--- src/rtl/sel_pipe_reg.sv ---
`default_nettype none
// ============================================================================
// Module      : sel_pipe_reg
// Description : Registered N-to-1 channel selector with valid/ready handshake.
//               Selects channel `sel` of in_bus (zero when sel >= NUM_IN),
//               registers it with one cycle latency, supports stall, flush
//               and a sticky out-of-range-select flag.
//               Optional one-entry skid buffer enabled by defining the macro
//               SEL_PIPE_REG_SKID_EN; in that build in_ready has no
//               combinational path from out_ready.
// Revision    : 1.0 - initial release
// ============================================================================
module sel_pipe_reg #(
    parameter int WIDTH  = 32,
    parameter int NUM_IN = 4,
    parameter int SEL_W  = 2
) (
    input  logic                    clk,
    input  logic                    reset,
    input  logic [NUM_IN*WIDTH-1:0] in_bus,
    input  logic [SEL_W-1:0]        sel,
    input  logic                    in_valid,
    output logic                    in_ready,
    output logic [WIDTH-1:0]        out_data,
    output logic                    out_valid,
    input  logic                    out_ready,
    input  logic                    flush,
    output logic                    sel_err
);

    // NUM_IN expressed one bit wider than sel so NUM_IN == 2**SEL_W fits
    localparam logic [SEL_W:0] c_NUM_IN_EXT = (SEL_W + 1)'(NUM_IN);

    logic [WIDTH-1:0] w_sel_word;
    logic             w_sel_oob;
    logic             w_in_ready;
    logic             w_accept;

    logic [WIDTH-1:0] r_out_data;
    logic             r_out_valid;
    logic             r_sel_err;

    // Channel multiplexer; out-of-range selects yield an all-zero word
    always_comb begin
        w_sel_word = '0;
        for (int k = 0; k < NUM_IN; k++) begin
            if (sel == SEL_W'(k)) begin
                w_sel_word = in_bus[k*WIDTH +: WIDTH];
            end
        end
        w_sel_oob = ({1'b0, sel} >= c_NUM_IN_EXT);
    end

    assign w_accept = in_valid && w_in_ready;

`ifdef SEL_PIPE_REG_SKID_EN
    logic [WIDTH-1:0] r_skid_data;
    logic             r_skid_valid;
    logic             w_out_free;

    // Ready depends only on skid occupancy, so out_ready never reaches in_ready
    assign w_in_ready = !r_skid_valid && !flush;
    assign w_out_free = !r_out_valid || out_ready;

    // Output and skid stages: skid drains first so word order is preserved
    always_ff @(posedge clk) begin
        if (reset) begin
            r_out_data   <= '0;
            r_out_valid  <= 1'b0;
            r_skid_data  <= '0;
            r_skid_valid <= 1'b0;
        end else if (flush) begin
            r_out_valid  <= 1'b0;
            r_skid_valid <= 1'b0;
        end else if (w_out_free) begin
            if (r_skid_valid) begin
                r_out_data   <= r_skid_data;
                r_out_valid  <= 1'b1;
                r_skid_valid <= 1'b0;
            end else if (w_accept) begin
                r_out_data  <= w_sel_word;
                r_out_valid <= 1'b1;
            end else begin
                r_out_valid <= 1'b0;
            end
        end else if (w_accept) begin
            // Output stalled: park the accepted word in the skid entry
            r_skid_data  <= w_sel_word;
            r_skid_valid <= 1'b1;
        end
    end
`else
    // Accept whenever the output register is empty or draining this cycle
    assign w_in_ready = (!r_out_valid || out_ready) && !flush;

    // Single output register; data only moves on an input transfer
    always_ff @(posedge clk) begin
        if (reset) begin
            r_out_data  <= '0;
            r_out_valid <= 1'b0;
        end else if (flush) begin
            r_out_valid <= 1'b0;
        end else if (w_accept) begin
            r_out_data  <= w_sel_word;
            r_out_valid <= 1'b1;
        end else if (out_ready) begin
            r_out_valid <= 1'b0;
        end
    end
`endif

    // Sticky error flag: only reset clears it, flush leaves it alone
    always_ff @(posedge clk) begin
        if (reset) begin
            r_sel_err <= 1'b0;
        end else if (w_accept && w_sel_oob) begin
            r_sel_err <= 1'b1;
        end
    end

    assign in_ready  = w_in_ready;
    assign out_data  = r_out_data;
    assign out_valid = r_out_valid;
    assign sel_err   = r_sel_err;

endmodule
`default_nettype wire

--- config.mk ---
export PLATFORM = sky130hd
export DESIGN_NAME = sel_pipe_reg
export DESIGN_NICKNAME = d
export VERILOG_FILES = /design/src/rtl/sel_pipe_reg.sv
export SDC_FILE = /design/constraint.sdc
export NUM_CORES = 1
export LEC_CHECK = 0
export CAP_MARGIN = 0
export CORE_MARGIN = 4
export CORE_UTILIZATION = 28
export DETAILED_ROUTE_END_ITERATION = 12
export HOLD_SLACK_MARGIN = 0.08
export PLACE_DENSITY = 0.89
export REMOVE_ABC_BUFFERS = 1
export SLEW_MARGIN = 20
export SYNTH_ARGS = -nofsm -noshare
export SYNTH_HDL_FRONTEND = slang
export SYNTH_SLANG_ARGS = --single-unit
export TNS_END_PERCENT = 50
--- constraint.sdc ---
create_clock -name clk -period 1.35 [get_ports clk]
set_input_delay 0.3375 -clock clk [delete_from_list [all_inputs] [get_ports clk]]
set_output_delay 0.3375 -clock clk [all_outputs]
set_load 0.1 [all_outputs]
==> run_results.csv, run 1 <==
group,metric,value,unit
global_route,grt_pass1_vias,2144,
setup_path,crit_type,"in -> out",
sta,hold_viol_final,0,
setup_path,critPathArrivalTime,1.02,ns
setup_path,required,1.01,ns
setup_path,r2r_slack,0.02,ns
placement,placed_cells,365,
setup_path,rr_worst_depth,4,
synthesis,synth_area_leaders,"mux4_2 (37%), dfxtp_1 (36%), a22o_1 (15%)",
sta,grt_setup_unrepaired,"true",
clocking,clkTransAtPathRegs,0.07,ns
synthesis,yosysUniqueCellTypes,15,
finish,n_antenna_cell,0,
placement,io_buffers,168,
synthesis,ys_warn_count,0,
clocking,clockRootBuffer,"clkbuf_8",
setup_path,r2r-end,"out_data[25]",
global_route,antenna_found_initial,0,
power,p_per_area,787.4,nW/um^2
setup_path,crit_slowest_cell,"dlygate4sd2_1",
setup_path,cp_max_fo,3,
sta,finalSetupViolCount,1,
setup_path,r2r_start,"out_valid",
floorplan,io_pins,170,
sta,period_needed,1.353,ns
finish,final_common_cell,"clkdlybuf4s50_1",
global_route,track_usage,18.30,%
clocking,cts_tree,"done",
synthesis,synth_seq_cells,33,
detailed_routing,routed_wl,7266,um
setup_path,slowest_delay,0.25,ns
finish,syn_to_final_growth,130.0,%
finish,final_nets,433,
clocking,insertion_delay,0.27,ns
worst_hold_path,holdCritPathClass,"in -> reg",
detailed_routing,drc,0,
run_status,violations,"negative setup slack",
worst_hold_path,worstHoldStart,"reset",
synthesis,yosysTopAreaCellShare,37.24,%
global_route,grt-ovfl-total,0,
floorplan,die_h,88.50,um
flow_run,cap_violations,0,
sta,fin_worst_skew,0.004570,ns
clocking,clock_sinks,33,
synthesis,seq_area_frac_synth,36.41,%
finish,regArea,661.9,um^2
setup_path,cp.depth,4,
finish,final_cells,376,
detailed_routing,wire_per_inst,19.32,um
synthesis,syn_area,1814,um^2
finish,utilization,66.09,%
finish,multi_input_area,1072,um^2
clocking,post-cts-setup-buffer-count,0,
worst_hold_path,hold_end,"out_valid",
detailed_routing,viasPerCell,5.072,
finish,fill_cells,474,
sta,setup_slack,-0.003379,ns
global_route,grt_max_degree,33,
finish,design_area,4173,um^2
detailed_routing,drt_first_pass_iters,4,
setup_path,start_kind,"input port",
floorplan,start_util,28.74,%
sta,finalCritPeriodShare,100.3,%
finish,layout.cells.most_common_list,"clkdlybuf4s50_1 (128), buf_12 (39), a22o_1 (32), dfxtp_1 (32), mux4_2 (31)",
placement,placed_area,4010,um^2
floorplan,dieArea,7831,um^2
detailed_routing,drt_iter0_markers,43,
worst_hold_path,min_path_cells,2,
run_status,outcome,"finished, violations left",
power,ir_drop,0.4297,mV
floorplan,rows,29,
detailed_routing,num_vias,1907,
placement,gp_congestion,0.7243,
detailed_routing,ant_nets,0,
synthesis,syn_inst,120,
setup_path,worstSetupEndpointType,"output port",
finish,drive_gt1_share,31.10,%
clocking,clock_path_buffers,2,
global_route,grt_pass1_wl,10580,um
floorplan,die_w,88.50,um
clocking,htree_levels,2,
sta,fmax,738.9,MHz
sta,slew_violations,0,
synthesis,yosys.area.top_type,"mux4_2",
synthesis,syn_area_per_cell,15.12,um^2
setup_path,path_cells,"dlygate4sd2_1 -> buf_6 -> nor2_4 -> buf_12",
floorplan,core_area,6314,um^2
placement,hpwlAfterDp,5910,um
setup_path,critPathBufInv,3,
power,p_leak,0.001601,uW
clocking,cts_buffers,5,
setup_path,path_delay_family,"buffers and inverters",
==> flip-flops by register name, summed over array words and instances, names as in the netlist <==
| register | cells |
|---|---|
| out_valid | 1 |
| out_data | 32 |
==> logic make-up after synthesis <==
kind of cell / synth area share [%]
flops: 36.41
mux: 40.14
other cells: 0.2067
compound gates: 15.93
buf+inv: 5.586
simple gates: 1.724
==> metrics by stage <==
step	setup TNS, ns	total power (uW)	setup slack [ns]	hold WS, ns
5_1_grt	-0.09371	3421	-0.03241	0.4998
3_5_place_dp	-14.67	2576	-0.4654	0.5346
3_3_place_gp	-12.15	2543	-0.3732	0.5302
2_1_floorplan	-41.10	1764	-1.283	0.4143
6_report	-0.003379	3286	-0.003379	0.4948
4_1_cts	-0.005260	3316	-0.005260	0.4934
==> power by group <==
group	leakage (uW)	switching, uW	internal (uW)
clock network	0.0000395	337	366
logic	0.00129	677	811
registers	0.000270	61.9	1030
==> synthesized netlist by cell type (all sizes together) <==
cell and instances:
conb 1, buf 14, nor2b 1, inv 2
mux4 32, nor3 1, nor4 1, o31a 1
a22o 32, nor2 2, dfxtp 33
==> area by class of cell <==
class / count / share of cell area (%)
Timing Repair Buffer: 185 / 54.03
Multi-Input combinational cell: 71 / 25.70
Sequential cell: 33 / 15.86
Tap cell: 77 / 2.309
Clock buffer: 8 / 1.919
Inverter: 2 / 0.1799
==> what timing repair did <==
item / in CTS / in global routing
pin swaps: 1 / 22
cloned: 2 / 1
gates resized for setup: 13 / 3
hold buffers: 0 / 0
setup endpoints to repair: 33 / 33
==> worst max-delay path by stage <==
stage          startpoint           end
2_1_floorplan   out_valid  out_data[13]
3_3_place_gp     in_valid  out_data[23]
3_5_place_dp     in_valid  out_data[11]
4_1_cts             flush      in_ready
5_1_grt         out_valid      in_ready
6_report            flush      in_ready
==> metal layers <==
| metal | wire length, um | GRT usage (%) | vias up |
|---|---|---|---|
| met5 | 0 | 0 | - |
| met4 | 124 | 5.082 | 0 |
| met3 | 756 | 7.169 | 10 |
| met2 | 4049 | 35.55 | 107 |
| met1 | 2335 | 17.72 | 922 |
| li1 | - | - | 868 |
Note: power is estimated with default switching activity, not from simulation.
==> run 2: changes to the inputs <==
--- a/config.mk
+++ b/config.mk
@@ -5,12 +5,13 @@
 export SDC_FILE = /design/constraint.sdc
 export NUM_CORES = 1
 export LEC_CHECK = 0
+export ABC_AREA = 1
 export CAP_MARGIN = 0
 export CORE_MARGIN = 4
-export CORE_UTILIZATION = 28
+export CORE_UTILIZATION = 31
 export DETAILED_ROUTE_END_ITERATION = 12
 export HOLD_SLACK_MARGIN = 0.08
-export PLACE_DENSITY = 0.89
+export PLACE_DENSITY = 0.88
 export REMOVE_ABC_BUFFERS = 1
 export SLEW_MARGIN = 20
 export SYNTH_ARGS = -nofsm -noshare
==> run_results.csv, run 2 <==
group,metric,value,unit
finish,drive_gt1_share,14.15,%
setup_path,cp_max_fo,2,
global_route,grt_pass1_vias,3045,
floorplan,io_pins,170,
detailed_routing,drt_first_pass_iters,4,
synthesis,synth-async-reset-ratio,0,%
finish,syn_to_final_growth,100.4,%
placement,io_buffers,168,
global_route,grt-ovfl-total,0,
synthesis,synth.most_common_cell,"nand2_1",
finish,design_area,4561,um^2
setup_path,critPathArrivalTime,1.00,ns
setup_path,crit_type,"reg -> out",
clocking,insertion_delay,0.27,ns
run_status,outcome,"finished clean",
sta,fin_worst_skew,0.003406,ns
clocking,clockRootBuffer,"clkbuf_8",
finish,largest_register_ffs,32,
clocking,clock_sinks,33,
finish,n_antenna_cell,0,
worst_hold_path,holdCritPathClass,"in -> reg",
sta,finalSetupViolCount,0,
synthesis,yosysUniqueCellTypes,23,
detailed_routing,drc,0,
clocking,clock_path_buffers,2,
sta,period_needed,1.340,ns
clocking,clkTransAtPathRegs,0.07,ns
placement,gp_congestion,0.7806,
power,ir_drop,0.3774,mV
worst_hold_path,min_path_cells,2,
floorplan,core_area,6944,um^2
setup_path,start_kind,"register",
placement,hpwlAfterDp,7383,um
setup_path,worstSetupEndpointType,"output port",
sta,fmax,746.1,MHz
clocking,hold_buffers,0,
clocking,cts_buffers,5,
detailed_routing,ant_nets,0,
synthesis,syn_area,2276,um^2
finish,layout.cells.most_common_list,"clkdlybuf4s50_1 (130), nand2_1 (106), nand3_1 (64)",
power,p_leak,0.001906,uW
finish,final_common_cell,"clkdlybuf4s50_1",
global_route,antenna_found_initial,0,
floorplan,die_w,93.69,um
clocking,cts_tree,"done",
global_route,grt_pass1_wl,14080,um
sta,whs,0.4868,ns
floorplan,rows,30,
finish,final_nets,679,
detailed_routing,wire_per_inst,14.22,um
floorplan,die_h,93.69,um
synthesis,synth_edf_count,0,
synthesis,syn_area_per_cell,6.069,um^2
finish,utilization,65.68,%
global_route,grt_max_degree,32,
floorplan,dieArea,8777,um^2
setup_path,r2r_slack,0.09,ns
synthesis,yosys.area.top_type,"dfxtp_1",
synthesis,syn_inst,375,
synthesis,yosysTopAreaCellShare,29.03,%
placement,placed_area,4451,um^2
synthesis,synth_common_cells,"nand2_1 (106), nand3_1 (64), nor2_1 (45), dfxtp_1 (33), a21oi_1 (32)",
synthesis,ys.flop_type,"dfxtp_1",
sta,hold_viol_final,0,
synthesis,synth_seq_cells,33,
detailed_routing,viasPerCell,4.716,
setup_path,required,1.01,ns
floorplan,start_util,32.77,%
synthesis,seq_area_frac_synth,29.03,%
sta,finalCritPeriodShare,99.28,%
detailed_routing,num_vias,3018,
synthesis,ys_warn_count,0,
sta,grt_setup_unrepaired,"true",
sta,slew_violations,0,
global_route,track_usage,20.09,%
power,p_per_area,741.5,nW/um^2
setup_path,rr_worst_depth,8,
synthesis,synth_area_leaders,"dfxtp_1 (29%), nand2_1 (17%), nand3_1 (14%)",
clocking,htree_levels,2,
detailed_routing,routed_wl,9101,um
detailed_routing,drt_iter0_markers,102,
flow_run,cap_violations,0,
[run 2: cell count changes in the layout (fill, tap and decap cells not counted), sizes merged, moves of 3 or more]
cell         previous run  this run
nand2                   0       108
nand3                   0        65
nor2                    2        46
a21oi                   0        32
a22o                   32         0
mux4                   32         0
o21ai                   0        32
inv                     2        16
buf                    50        60
or2                     0        10
dlygate4sd2             5         2
[run 2: power breakdown]
group	leakage [uW]	internal, uW	switching, uW
logic	0.00159	742	812
registers	0.000271	1030	58.2
clock network	0.0000443	404	334
total	0.00191	2180	1200
[run 2: worst paths after layout]
check                       to         from
setup / recovery      in_ready    out_valid
hold / removal       out_valid        flush
setup reg to reg  out_data[15]    out_valid
hold reg to reg    out_data[3]  out_data[3]
[run 2: final cells by class]
| class | instances | area (um^2) |
|---|---|---|
| Clock buffer | 7 | 86.33 |
| Fill cell | 577 | 2384 |
| Inverter | 17 | 66.31 |
| Multi-Input combinational cell | 295 | 1336 |
| Sequential cell | 33 | 661.9 |
| Tap cell | 96 | 120.1 |
| Timing Repair Buffer | 192 | 2290 |
[run 2: kinds of logic (layout without fill, tap and decap cells)]
logic type,Yosys count,in the layout,share of synthesized area (%)
other cells,1,1,0.1648
buf+inv,47,216,12.59
compound gates,65,65,14.40
flops,33,33,29.03
simple gates,229,229,43.82
[run 2: worst max-delay path, stage by stage, from the launching register on]
cell	delay, ns
dfxtp_2	0.33
nand2_2	0.07
inv_2	0.05
nor2_4	0.10
buf_12	0.18
[run 2: routing by layer]
metal	GRT usage [%]	up-vias	share of wire, %	wire [um]
met1	21.70	1335	38	3419
li1	-	1548	-	-
met3	5.769	14	8.2	745
met5	0	-	0	0
met4	6.017	0	1.9	174
met2	37.49	121	52	4761
[run 2: per-stage QoR]
stage / setup TNS (ns) / total power [uW] / cells / setup WS (ns)
floorplan: -24.36 / 1786 / 345 / -1.158
global placement: -7.567 / 2632 / 631 / -0.3227
detailed placement: -10.34 / 2664 / 631 / -0.4596
CTS: 0 / 3419 / 640 / 0.0003830
global route: -0.03389 / 3555 / 640 / -0.03389
finish: 0 / 3382 / 640 / 0.009783
[run 2: timing repair]
action / 4_1_cts / 5_1_grt
resized for setup: 7 / 1
buffers inserted: 2 / 0
hold endpoints to repair: 0 / 0
pin swaps: 2 / 1
setup endpoints to repair: 11 / 2
==> run 3: changes to the inputs <==
--- a/config.mk
+++ b/config.mk
@@ -6,14 +6,12 @@
 export NUM_CORES = 1
 export LEC_CHECK = 0
 export ABC_AREA = 1
-export CAP_MARGIN = 0
 export CORE_MARGIN = 4
 export CORE_UTILIZATION = 31
 export DETAILED_ROUTE_END_ITERATION = 12
 export HOLD_SLACK_MARGIN = 0.08
 export PLACE_DENSITY = 0.88
 export REMOVE_ABC_BUFFERS = 1
-export SLEW_MARGIN = 20
 export SYNTH_ARGS = -nofsm -noshare
 export SYNTH_HDL_FRONTEND = slang
 export SYNTH_SLANG_ARGS = --single-unit
==> results of run 3 <==
The final DEF is identical to that of run 2; final timing and power are the same.
